**config.mk**
```make
export PLATFORM = sky130hd
export DESIGN_NAME = message_dispatcher
export DESIGN_NICKNAME = d
export VERILOG_FILES = /design/src/rtl/message_dispatcher.sv
export SDC_FILE = /design/constraint.sdc
export NUM_CORES = 1
export LEC_CHECK = 0
export CAP_MARGIN = 0
export CORE_MARGIN = 2
export CORE_UTILIZATION = 50
export CTS_CLUSTER_DIAMETER = 60
export DETAILED_ROUTE_END_ITERATION = 10
export PLACE_DENSITY = 0.78
export SKIP_LAST_GASP = 1
export SYNTH_ARGS = -nofsm -noshare
export SYNTH_HDL_FRONTEND = slang
export SYNTH_SLANG_ARGS = --single-unit
```
**constraint.sdc**
```tcl
create_clock -name clk -period 9.4 [get_ports clk]
set_input_delay 1.88 -clock clk [delete_from_list [all_inputs] [get_ports clk]]
set_output_delay 1.88 -clock clk [all_outputs]
set_load 0.03 [all_outputs]
```
**src/rtl/message_dispatcher.sv**
```systemverilog
// -----------------------------------------------------------------------------
// message_dispatcher
//
// Routes requests from the issue stage into one of two independent queues.
// One queue feeds the post office and the other feeds the mailbox. Each queue
// is a DEPTH-entry FIFO with ready/valid handshakes on both of its sides.
//
// Ports
//   clk                          : single clock; all state changes on its rising edge
//   rst_n                        : asynchronous active-low reset
//   flush                        : synchronous flush; blocks every handshake and
//                                  empties both queues at the next edge
//   issue_dispatcher_valid       : issue stage presents a request
//   dispatcher_issue_ready       : request is accepted this cycle
//   issue_dispatcher_target      : destination select (0 = post office, 1 = mailbox)
//   issue_dispatcher_data        : request payload
//   dispatcher_postoffice_valid  : post-office queue head is valid
//   postoffice_dispatcher_ready  : post office consumes the head
//   dispatcher_postoffice_data   : post-office queue head payload
//   dispatcher_mailbox_valid     : mailbox queue head is valid
//   mailbox_dispatcher_ready     : mailbox consumes the head
//   dispatcher_mailbox_data      : mailbox queue head payload
//   dispatcher_idle              : both queues are empty
// -----------------------------------------------------------------------------
module message_dispatcher #(
  parameter int DATA_W = 64,
  parameter int DEPTH  = 2
) (
  input  logic              clk,
  input  logic              rst_n,
  input  logic              flush,
  input  logic              issue_dispatcher_valid,
  output logic              dispatcher_issue_ready,
  input  logic              issue_dispatcher_target,
  input  logic [DATA_W-1:0] issue_dispatcher_data,
  output logic              dispatcher_postoffice_valid,
  input  logic              postoffice_dispatcher_ready,
  output logic [DATA_W-1:0] dispatcher_postoffice_data,
  output logic              dispatcher_mailbox_valid,
  input  logic              mailbox_dispatcher_ready,
  output logic [DATA_W-1:0] dispatcher_mailbox_data,
  output logic              dispatcher_idle
);

  localparam int PTR_W = $clog2(DEPTH);
  localparam int CNT_W = $clog2(DEPTH + 1);
  localparam logic [CNT_W-1:0] FULL_COUNT = CNT_W'(DEPTH);

  logic [DATA_W-1:0] mem_po [DEPTH];
  logic [DATA_W-1:0] mem_mb [DEPTH];

  logic [PTR_W-1:0] rd_ptr_po, wr_ptr_po;
  logic [PTR_W-1:0] rd_ptr_mb, wr_ptr_mb;
  logic [CNT_W-1:0] count_po, count_mb;

  logic full_po, full_mb;
  logic push_po, push_mb;
  logic pop_po, pop_mb;

  assign full_po = (count_po == FULL_COUNT);
  assign full_mb = (count_mb == FULL_COUNT);

  // Ready depends only on the selected queue. A stalled destination therefore
  // never blocks the other one. A full queue stays not-ready even if it pops
  // in the same cycle, which keeps ready off the consumer-ready path.
  assign dispatcher_issue_ready = !flush &&
                                  !(issue_dispatcher_target ? full_mb : full_po);

  assign push_po = issue_dispatcher_valid && dispatcher_issue_ready && !issue_dispatcher_target;
  assign push_mb = issue_dispatcher_valid && dispatcher_issue_ready &&  issue_dispatcher_target;

  assign dispatcher_postoffice_valid = !flush && (count_po != '0);
  assign dispatcher_mailbox_valid    = !flush && (count_mb != '0);
  assign dispatcher_postoffice_data  = mem_po[rd_ptr_po];
  assign dispatcher_mailbox_data     = mem_mb[rd_ptr_mb];

  // Each valid already includes !flush, so a flush cycle can never pop.
  assign pop_po = dispatcher_postoffice_valid && postoffice_dispatcher_ready;
  assign pop_mb = dispatcher_mailbox_valid    && mailbox_dispatcher_ready;

  assign dispatcher_idle = (count_po == '0) && (count_mb == '0);

  // Payload storage has no reset. Only the pointers and counts decide which
  // entries are valid, so stale contents are never observable.
  always_ff @(posedge clk) begin
    if (push_po) mem_po[wr_ptr_po] <= issue_dispatcher_data;
    if (push_mb) mem_mb[wr_ptr_mb] <= issue_dispatcher_data;
  end

  // Post-office queue bookkeeping. DEPTH is a power of two, so the pointers
  // wrap naturally at their bit width.
  always_ff @(posedge clk or negedge rst_n) begin
    if (!rst_n) begin
      rd_ptr_po <= '0;
      wr_ptr_po <= '0;
      count_po  <= '0;
    end else if (flush) begin
      rd_ptr_po <= '0;
      wr_ptr_po <= '0;
      count_po  <= '0;
    end else begin
      if (push_po) wr_ptr_po <= wr_ptr_po + 1'b1;
      if (pop_po)  rd_ptr_po <= rd_ptr_po + 1'b1;
      if (push_po && !pop_po)      count_po <= count_po + 1'b1;
      else if (pop_po && !push_po) count_po <= count_po - 1'b1;
    end
  end

  // Mailbox queue bookkeeping. This mirrors the post-office queue.
  always_ff @(posedge clk or negedge rst_n) begin
    if (!rst_n) begin
      rd_ptr_mb <= '0;
      wr_ptr_mb <= '0;
      count_mb  <= '0;
    end else if (flush) begin
      rd_ptr_mb <= '0;
      wr_ptr_mb <= '0;
      count_mb  <= '0;
    end else begin
      if (push_mb) wr_ptr_mb <= wr_ptr_mb + 1'b1;
      if (pop_mb)  rd_ptr_mb <= rd_ptr_mb + 1'b1;
      if (push_mb && !pop_mb)      count_mb <= count_mb + 1'b1;
      else if (pop_mb && !push_mb) count_mb <= count_mb - 1'b1;
    end
  end

endmodule

```
[Yosys cells after proc, flatten, opt, wreduce, memory -nomap -nowiden]
Memory sizes are Yosys's and may differ from the RTL's.
Cells that the tools add are included.
Word-level totals
  RAM bits: 256
  bits in latches: 0
  word-level logic and storage cells: 67
  flip-flop bits (word level): 8
  input port bits: 71
  bits in read-only memories: 0
  memories: 2
Memories
  mem_mb: depth 2, bits a word 64, rd ports 1, clocked after memory_dff 0, write ports 1, RTL line 50  | logic [DATA_W-1:0] mem_mb [DEPTH];
  mem_po: depth 2, bits a word 64, rd ports 1, clocked after memory_dff 0, write ports 1, RTL line 49  | logic [DATA_W-1:0] mem_po [DEPTH];
Operators by class
  $lt $le $gt $ge: 0
  equal/unequal tests: 2
  divide/modulo/power cells: 0
  $add $sub $neg: 8
  bitwise gates (word level): 0
  shifts and indexed selects: 0
  reductions and logical operators: 30
  multipliers: 0
  multiplexer cells: 19
Operator list (number)
  $logic_and A1 B1 Y1: 13
  $mux W1: 13
  $mux W2: 6
  $reduce_bool A2 Y1: 6
  $logic_not A1 Y1: 7
  $reduce_bool A3 Y1: 2
  $add A1 B1 Y1 const B: 4
  $add A2 B1 Y2 const B: 2
  $eq A2 B2 Y1 const B: 2
  $logic_not A2 Y1: 2
  $sub A2 B1 Y2 const B: 2

[Depth between registers and ports, before layout]
Gate-level depths: netlist (run 1).
  depth after elaboration: 11
  mapped depth: 4
  depth with buffers taken out: 3

[Least setup slack after synthesis (run 1)]
OpenSTA, ideal clock, no wires.
  path type: input port to flip-flop
  start point: in issue_dispatcher_target
  end point: mem mem_po[1][0] (enable)
  slack: 0.058 ns
  stages: 2
  required time: 8.733 ns
  path buffers: 1
  arrival: 8.675 ns
  path through: buf_4 > nor4b_1
On the way
  cells in the longest elaborated chain, start to end: 7
Ends and longest elaborated chain
  start, declared: RTL line 34  | input logic issue_dispatcher_target,
  $mux W1: RTL line 67  | !(issue_dispatcher_target ? full_mb : full_po);
  $logic_not A1 Y1: RTL line 67
  $logic_and A1 B1 Y1: RTL line 66  | assign dispatcher_issue_ready = !flush &&
  $logic_and A1 B1 Y1: RTL line 69  | assign push_po = issue_dispatcher_valid && dispatcher_issue_ready && !issue_dispatcher_target;
  $logic_and A1 B1 Y1 (*): RTL line 69
  $mux W1 (*): RTL line 86  | if (push_po) mem_po[wr_ptr_po] <= issue_dispatcher_data;
  $mux W1 (not written as such) (*): RTL line 86
  end, declared: RTL line 49
Every way passes the cells marked *; elsewhere a longest branch is shown, timed or not.

[Worst setup path after layout (run 1)]
  start point: in issue_dispatcher_target
  end point: out dispatcher_issue_ready
On the way
  cells in the longest elaborated chain, start to end: 3
Ends and longest elaborated chain
  $mux W1: RTL line 67
  $logic_not A1 Y1: RTL line 67
  $logic_and A1 B1 Y1: RTL line 66
  end, declared: RTL line 33  | output logic dispatcher_issue_ready,
Every way passes these cells.

==> metrics.cfg, run 1 <==
[clock_tree]
clk-insertion-delay-late_ns=0.52
cts_root_buffer=clkbuf_16
cts-hold-fix-buffers=0
postCtsSetupRepairBufs=0
cts_tree=done
cts_sinks=264
clk_path_buf_depth=3
cts_resized=0
htree_levels=1
clkSlewWorstSetupHoldPaths_ns=0.06
cts_buffers=26

[pwr]
total_power_mw=2.67
p_seq_share_pct=49.9
internal_power_mw=2.10
leakagePower_nw=4.26
switching_share_pct=21.3
p_sw_mw=0.568
p_per_area_nw_per_um2=206
peakVddDrop_uv=155
pwr-share-clk_pct=40.4
p_comb_share_pct=9.7

[grt]
grt_pass1_wl_um=28700
use_met1_pct=23.8
antenna_found_initial=0
first_global_vias=5340
use_met2_pct=31.0
grt_usage_pct=18.3
grt_remaining_overflow=0
top_usage_layer=met2
grt_max_degree=49
gr-usage-met3_pct=4.67

[setup_path]
slowest_stage=clkdlybuf4s50_1
critPathMaxStageDelay_ns=0.71
crit_top_cell=clkdlybuf4s50_1
critical_path_required_ns=7.52
critPathMaxFanout=12
cp_cell_sequence=clkdlybuf4s50_1 -> nor3_1 -> a211oi_1 -> clkdlybuf4s50_1
worstSetupEndpointType=primary output
crit_family=buffers and inverters
crit_type=in -> out
worst_setup_path_start_kind=primary input
path_buf_inv=2
crit_arrival_ns=3.63

[floorplanning]
die-area_um2=20600
die_h_um=144
row_count=51
die_x_um=144
core_area_um2=19300
start_util_pct=50.5
io_pins=203

[sta]
hold_viol_final=0
setup_viol=0
fmax_mhz=181
rsz0062_at_grt=no
tightest_slew_ns=1.06
finalClockSkew_ns=0.0143
hold_slack_ns=0.632
final.min_clock_period_ns=5.51
slew_viol_final=0
max_slew_margin_pct=28.9
period_share_pct=58.7
setup_tns_ns=0

[route]
drc=0
vias_per_cell=5.16
first_iter_violations=267
dr.pass1.iters=4
wl_um=19400
wl_per_cell_um=20.1
num_vias=4983
antenna_left=0

[synth]
yosys-top-cells-area=edfxtp_1 79%, mux2_2 15%, dfrtp_1 2.1%, buf_4 0.85%, o21ai_0 0.41%
synth_top_area_cell=edfxtp_1
seq_area_frac_synth_pct=81.0
netlist_area_um2=9740
synth-seq-cells=264
yosysWarnings=0
ys_dominant_reg_cell=edfxtp_1
synth.top_cells.by_count=256 x edfxtp_1, 128 x mux2_2, 11 x buf_4
synth-edff-count=256
yosys.cell_types.count=27
yosys.area.top_type_share_pct=79.0
synth_fp_nets=531
syn_area_per_cell_um2=21.2
postSynthCellCount=460
synth-async-reset-ratio_pct=3.03
yosysMostFrequentCell=edfxtp_1

[hold_path]
hold_class=reg -> reg

[placement]
gp_congestion=0.836
io_buffers=202
dp_hpwl_um=11700
placed_cell_area_um2=12100

[final_layout]
drive_gt1_share_pct=26.0
nFillCells=1276
diodes=0
final_cell_area_um2=13000
regArea_um2=7890
area_delta_synth_final_pct=33.3
num-nets-final=753
multi_input_area_um2=1760

[run]
drv_cap=0

[status]
status=complete, no violations

## logic make-up (layout without fill, tap and decap cells)
kind of cell | after synthesis | count (layout) | share of synthesized area [%]
and+or+nand+nor | 32 | 32 | 1.93
xor gates and xnor gates | 2 | 2 | 0.180
buffers and inverters | 18 | 259 | 1.17
muxes | 128 | 128 | 14.8
DFF | 264 | 264 | 81.0
AOI/OAI and AO/OA | 16 | 16 | 0.912
## worst register-to-register path, delay by kind of cell (launching register included)
kind | cells | cell delay, ns
and+or+nand+nor | 3 | 1.53
buffers and inverters | 1 | 0.57
DFF | 1 | 0.44
## metal layers
| layer | wire, um | vias up |
|---|---|---|
| li1 | - | 2274 |
| met1 | 8020 | 2520 |
| met2 | 9600 | 161 |
| met3 | 1430 | 28 |
| met4 | 344 | 0 |
| met5 | 0 | - |
## registers in the layout, indices dropped and copies added (netlist names)
| register | flops |
|---|---|
| mem_mb | 128 |
| mem_po | 128 |
| wr_ptr_po | 1 |
| count_mb | 2 |
| wr_ptr_mb | 1 |
| rd_ptr_po | 1 |
| rd_ptr_mb | 1 |
| count_po | 2 |
## area by class of cell
class                      instances  share of cell area [%]
sequential                       264                    60.8
timing repair buffer             210                    16.0
multi-input combinational        178                    13.6
clock buffer                      37                    5.79
tap                              265                    2.55
clock inverter                    10                    1.21
inverter                           2                  0.0578
## path summary, 6_finish.rpt
kind                            slack (ns)                endpoint                    start  cells after the start
min in group asynchronous             1.63             count_po[0]                    rst_n                      1
worst min register to register        0.63               wr_ptr_mb                wr_ptr_mb                      2
worst max register to register        6.49           mem_mb[1][33]              count_mb[1]                      4
worst min-delay path                  0.63               wr_ptr_mb                wr_ptr_mb                      2
worst max-delay path                  3.89  dispatcher_issue_ready  issue_dispatcher_target                      4
max in group asynchronous             7.48               rd_ptr_mb                    rst_n                      1
## power groups by stage
stage	logic, mW	registers, mW	clock network (mW)
after floorplan	0.145	1.35	0
after global placement	0.257	1.36	0
after detailed placement	0.261	1.36	0
after CTS	0.262	1.33	1.10
after global routing	0.273	1.33	1.15
final	0.260	1.33	1.08
## stage by stage
stage          cells  util [%]  worst slack [ns]
2_1_floorplan    460         -            0.0583
3_3_place_gp     919      62.7              3.93
3_5_place_dp     919      62.7              3.93
4_1_cts          966      67.4              3.90
5_1_grt          966      67.4              3.80
6_report         966      67.4              3.89
## cells in the final DEF, fill, tap and decap left out, types with 4 or more instances in the layout
master,instances
a21oi_1,4
dfrtp_1,6
o21ai_0,8
mux2_2,128
buf_4,8
bufinv_16,4
clkdlybuf4s50_1,202
clkbuf_8,6
edfxtp_1,256
nor2_1,6
clkbuf_16,26
clkbuf_1,5
Power figures use the tool's default switching activity.
==> inputs of run 2 (changes only) <==
--- a/config.mk
+++ b/config.mk
@@ -7,10 +7,10 @@
 export LEC_CHECK = 0
 export CAP_MARGIN = 0
 export CORE_MARGIN = 2
-export CORE_UTILIZATION = 50
+export CORE_UTILIZATION = 46
 export CTS_CLUSTER_DIAMETER = 60
 export DETAILED_ROUTE_END_ITERATION = 10
-export PLACE_DENSITY = 0.78
+export PLACE_DENSITY = 0.76
 export SKIP_LAST_GASP = 1
 export SYNTH_ARGS = -nofsm -noshare
 export SYNTH_HDL_FRONTEND = slang
==> constraint.sdc (replaced) <==
create_clock -name clk -period 4.55 [get_ports clk]
set_input_delay 0.91 -clock clk [delete_from_list [all_inputs] [get_ports clk]]
set_output_delay 0.91 -clock clk [all_outputs]
set_load 0.03 [all_outputs]
==> run 2 against run 1 <==
  * Critical path depth unchanged
  * Count of clock-buffer cells in the layout down 9
  * Utilization down 5.1 points
  * Largest power group unchanged
  * Routed wire length down 3.3%
  * Largest cell class unchanged
==> metrics.cfg, run 2 (synthesis gave the netlist of run 1 again) <==
[floorplanning]
die-area_um2=22300  ; was 20600 um^2
start_util_pct=46.6  ; was 50.5%
die_h_um=149  ; was 144 um
io_pins=203  ; unchanged
die_x_um=149  ; was 144 um
row_count=53  ; was 51
core_area_um2=20900  ; was 19300 um^2

[setup_path]
crit_family=buffers and inverters  ; unchanged
crit_type=in -> out  ; unchanged
critPathMaxFanout=12  ; unchanged
reg2regPathDepth=4  ; unchanged
crit_arrival_ns=2.84  ; was 3.63 ns
r2r-end=mem_mb[1][31]  ; was mem_mb[1][33]
ff2ff_setup_slack_ns=2.57  ; was 6.49 ns
worstSetupEndpointType=primary output  ; unchanged
worst_setup_path_start_kind=primary input  ; unchanged
critical_path_required_ns=3.64  ; was 7.52 ns
crit_top_cell=clkdlybuf4s50_1  ; unchanged
critPathMaxStageDelay_ns=0.78  ; was 0.71 ns
r2r-start=count_mb[1]  ; unchanged
slowest_stage=clkdlybuf4s50_1  ; unchanged
cp_cell_sequence=clkdlybuf4s50_1 -> nor3_1 -> a211oi_1 -> clkdlybuf4s50_1  ; unchanged
path_buf_inv=2  ; unchanged

[hold_path]
hold_class=reg -> reg  ; unchanged
holdPathEnd=wr_ptr_mb  ; unchanged
hold_depth=2  ; unchanged
min_from=wr_ptr_mb  ; unchanged

[run]
drv_cap=0  ; unchanged

[placement]
gp_congestion=0.825  ; was 0.836
place_ws_ns=0.840  ; was 3.93 ns
placed_cells=928  ; was 919
io_buffers=202  ; unchanged
dp_hpwl_um=11700  ; about the same

[route]
wl_per_cell_um=19.2  ; was 20.1 um
num_vias=4905  ; was 4983
antenna_left=0  ; unchanged
first_iter_violations=202  ; was 267
vias_per_cell=5.03  ; was 5.16
dr.pass1.iters=4  ; unchanged
drc=0  ; unchanged
wl_um=18800  ; was 19400 um

[sta]
rsz0062_at_grt=no  ; unchanged
final.min_clock_period_ns=3.75
slew_viol_final=0  ; unchanged
max_slew_margin_pct=43.0  ; was 28.9%
finalClockSkew_ns=0.0134  ; was 0.0143 ns
fmax_mhz=267
period_share_pct=82.4
tightest_slew_ns=0.855  ; was 1.06 ns
setup_slack_ns=0.802  ; was 3.89 ns
setup_viol=0  ; unchanged
hold_viol_final=0  ; unchanged
setup_tns_ns=0  ; unchanged

[clock_tree]
clk-insertion-delay-late_ns=0.51  ; was 0.52 ns
cts_tree=done  ; unchanged
cts_root_buffer=clkbuf_16  ; unchanged
clkSlewWorstSetupHoldPaths_ns=0.06  ; about the same
htree_levels=1  ; unchanged
cts_buffers=26  ; unchanged
cts-hold-fix-buffers=0  ; unchanged
clk_path_buf_depth=3  ; unchanged
cts_sinks=264  ; unchanged
cts_resized=0  ; unchanged
postCtsSetupRepairBufs=0  ; unchanged

[final_layout]
finish.utilization_pct=62.3  ; was 67.4%
reg.largest.list=mem_mb: 128 flops, mem_po: 128 flops  ; unchanged
fin_cells=976  ; was 966
final_common_cell=edfxtp_1  ; unchanged
final_cell_mix=256 x edfxtp_1, 202 x clkdlybuf4s50_1, 128 x mux2_2, 27 x clkbuf_16, 10 x clkinv_1  ; was 256 x edfxtp_1, 202 x clkdlybuf4s50_1, 128 x mux2_2, 26 x clkbuf_16
num-nets-final=752  ; was 753
area_delta_synth_final_pct=33.6  ; was 33.3%
drive_gt1_share_pct=25.5  ; was 26.0%
diodes=0  ; unchanged

[grt]
grt_usage_pct=16.3  ; was 18.3%
grt_remaining_overflow=0  ; unchanged
first_global_vias=5171  ; was 5340
antenna_found_initial=0  ; unchanged
grt_pass1_wl_um=28100  ; was 28700 um
grt_max_degree=65  ; was 49

[pwr]
p_per_area_nw_per_um2=413  ; was 206 nW/um^2
leakagePower_nw=4.24  ; was 4.26 nW
peakVddDrop_uv=251  ; was 155 uV

[status]
status=complete, no violations  ; unchanged

run 2: metrics by stage:
step | cell area (um^2) | hold WS, ns | total power, mW
detailed placement | 12200 | 0.614 | 3.35
CTS | 13000 | 0.624 | 5.44
global placement | 12200 | 0.592 | 3.34
finish | 13000 | 0.623 | 5.38
floorplan | 9750 | 0.548 | 3.09
global route | 13000 | 0.661 | 5.56
run 2: how the worst max path moves through the flow:
stage / depth (start not counted) / slack (ns) / startpoint / endpoint
global placement: 4 / 0.90 / issue_dispatcher_target / dispatcher_issue_ready
CTS: 3 / 0.79 / rd_ptr_po / dispatcher_postoffice_data[0]
finish: 4 / 0.80 / issue_dispatcher_target / dispatcher_issue_ready
floorplan: 2 / -0.62 / issue_dispatcher_target / mem_po[0][0]
detailed placement: 4 / 0.84 / issue_dispatcher_target / dispatcher_issue_ready
global route: 3 / 0.72 / rd_ptr_po / dispatcher_postoffice_data[0]
run 2: per-layer routing:
layer | up-vias | part of all wire, % | global-route usage (%)
li1 | 2269 | - | -
met4 | 0 | 1.4 | 3.52
met5 | - | 0 | 0
met2 | 149 | 51 | 28.5
met1 | 2463 | 41 | 20.8
met3 | 24 | 6.7 | 4.18
run 2: final cells by class:
type	instances	area [um^2]
sequential	264	7890
fill	1466	7880
timing repair buffer	209	2140
multi-input combinational	178	1780
clock buffer	28	679
tap	275	344
clock inverter	20	168
inverter	2	7.51
run 2: tightest hold or removal path, cell delays in order (launching register included):
cell	delay, ns
dfrtp_1	0.43
o21ai_0	0.09
a21oi_1	0.06
run 2: report_power, final:
group	internal, mW	total, mW	switching [mW]
registers	2.72	2.75	0.0295
clock network	1.24	2.08	0.838
logic	0.254	0.543	0.289
total	4.22	5.38	1.16
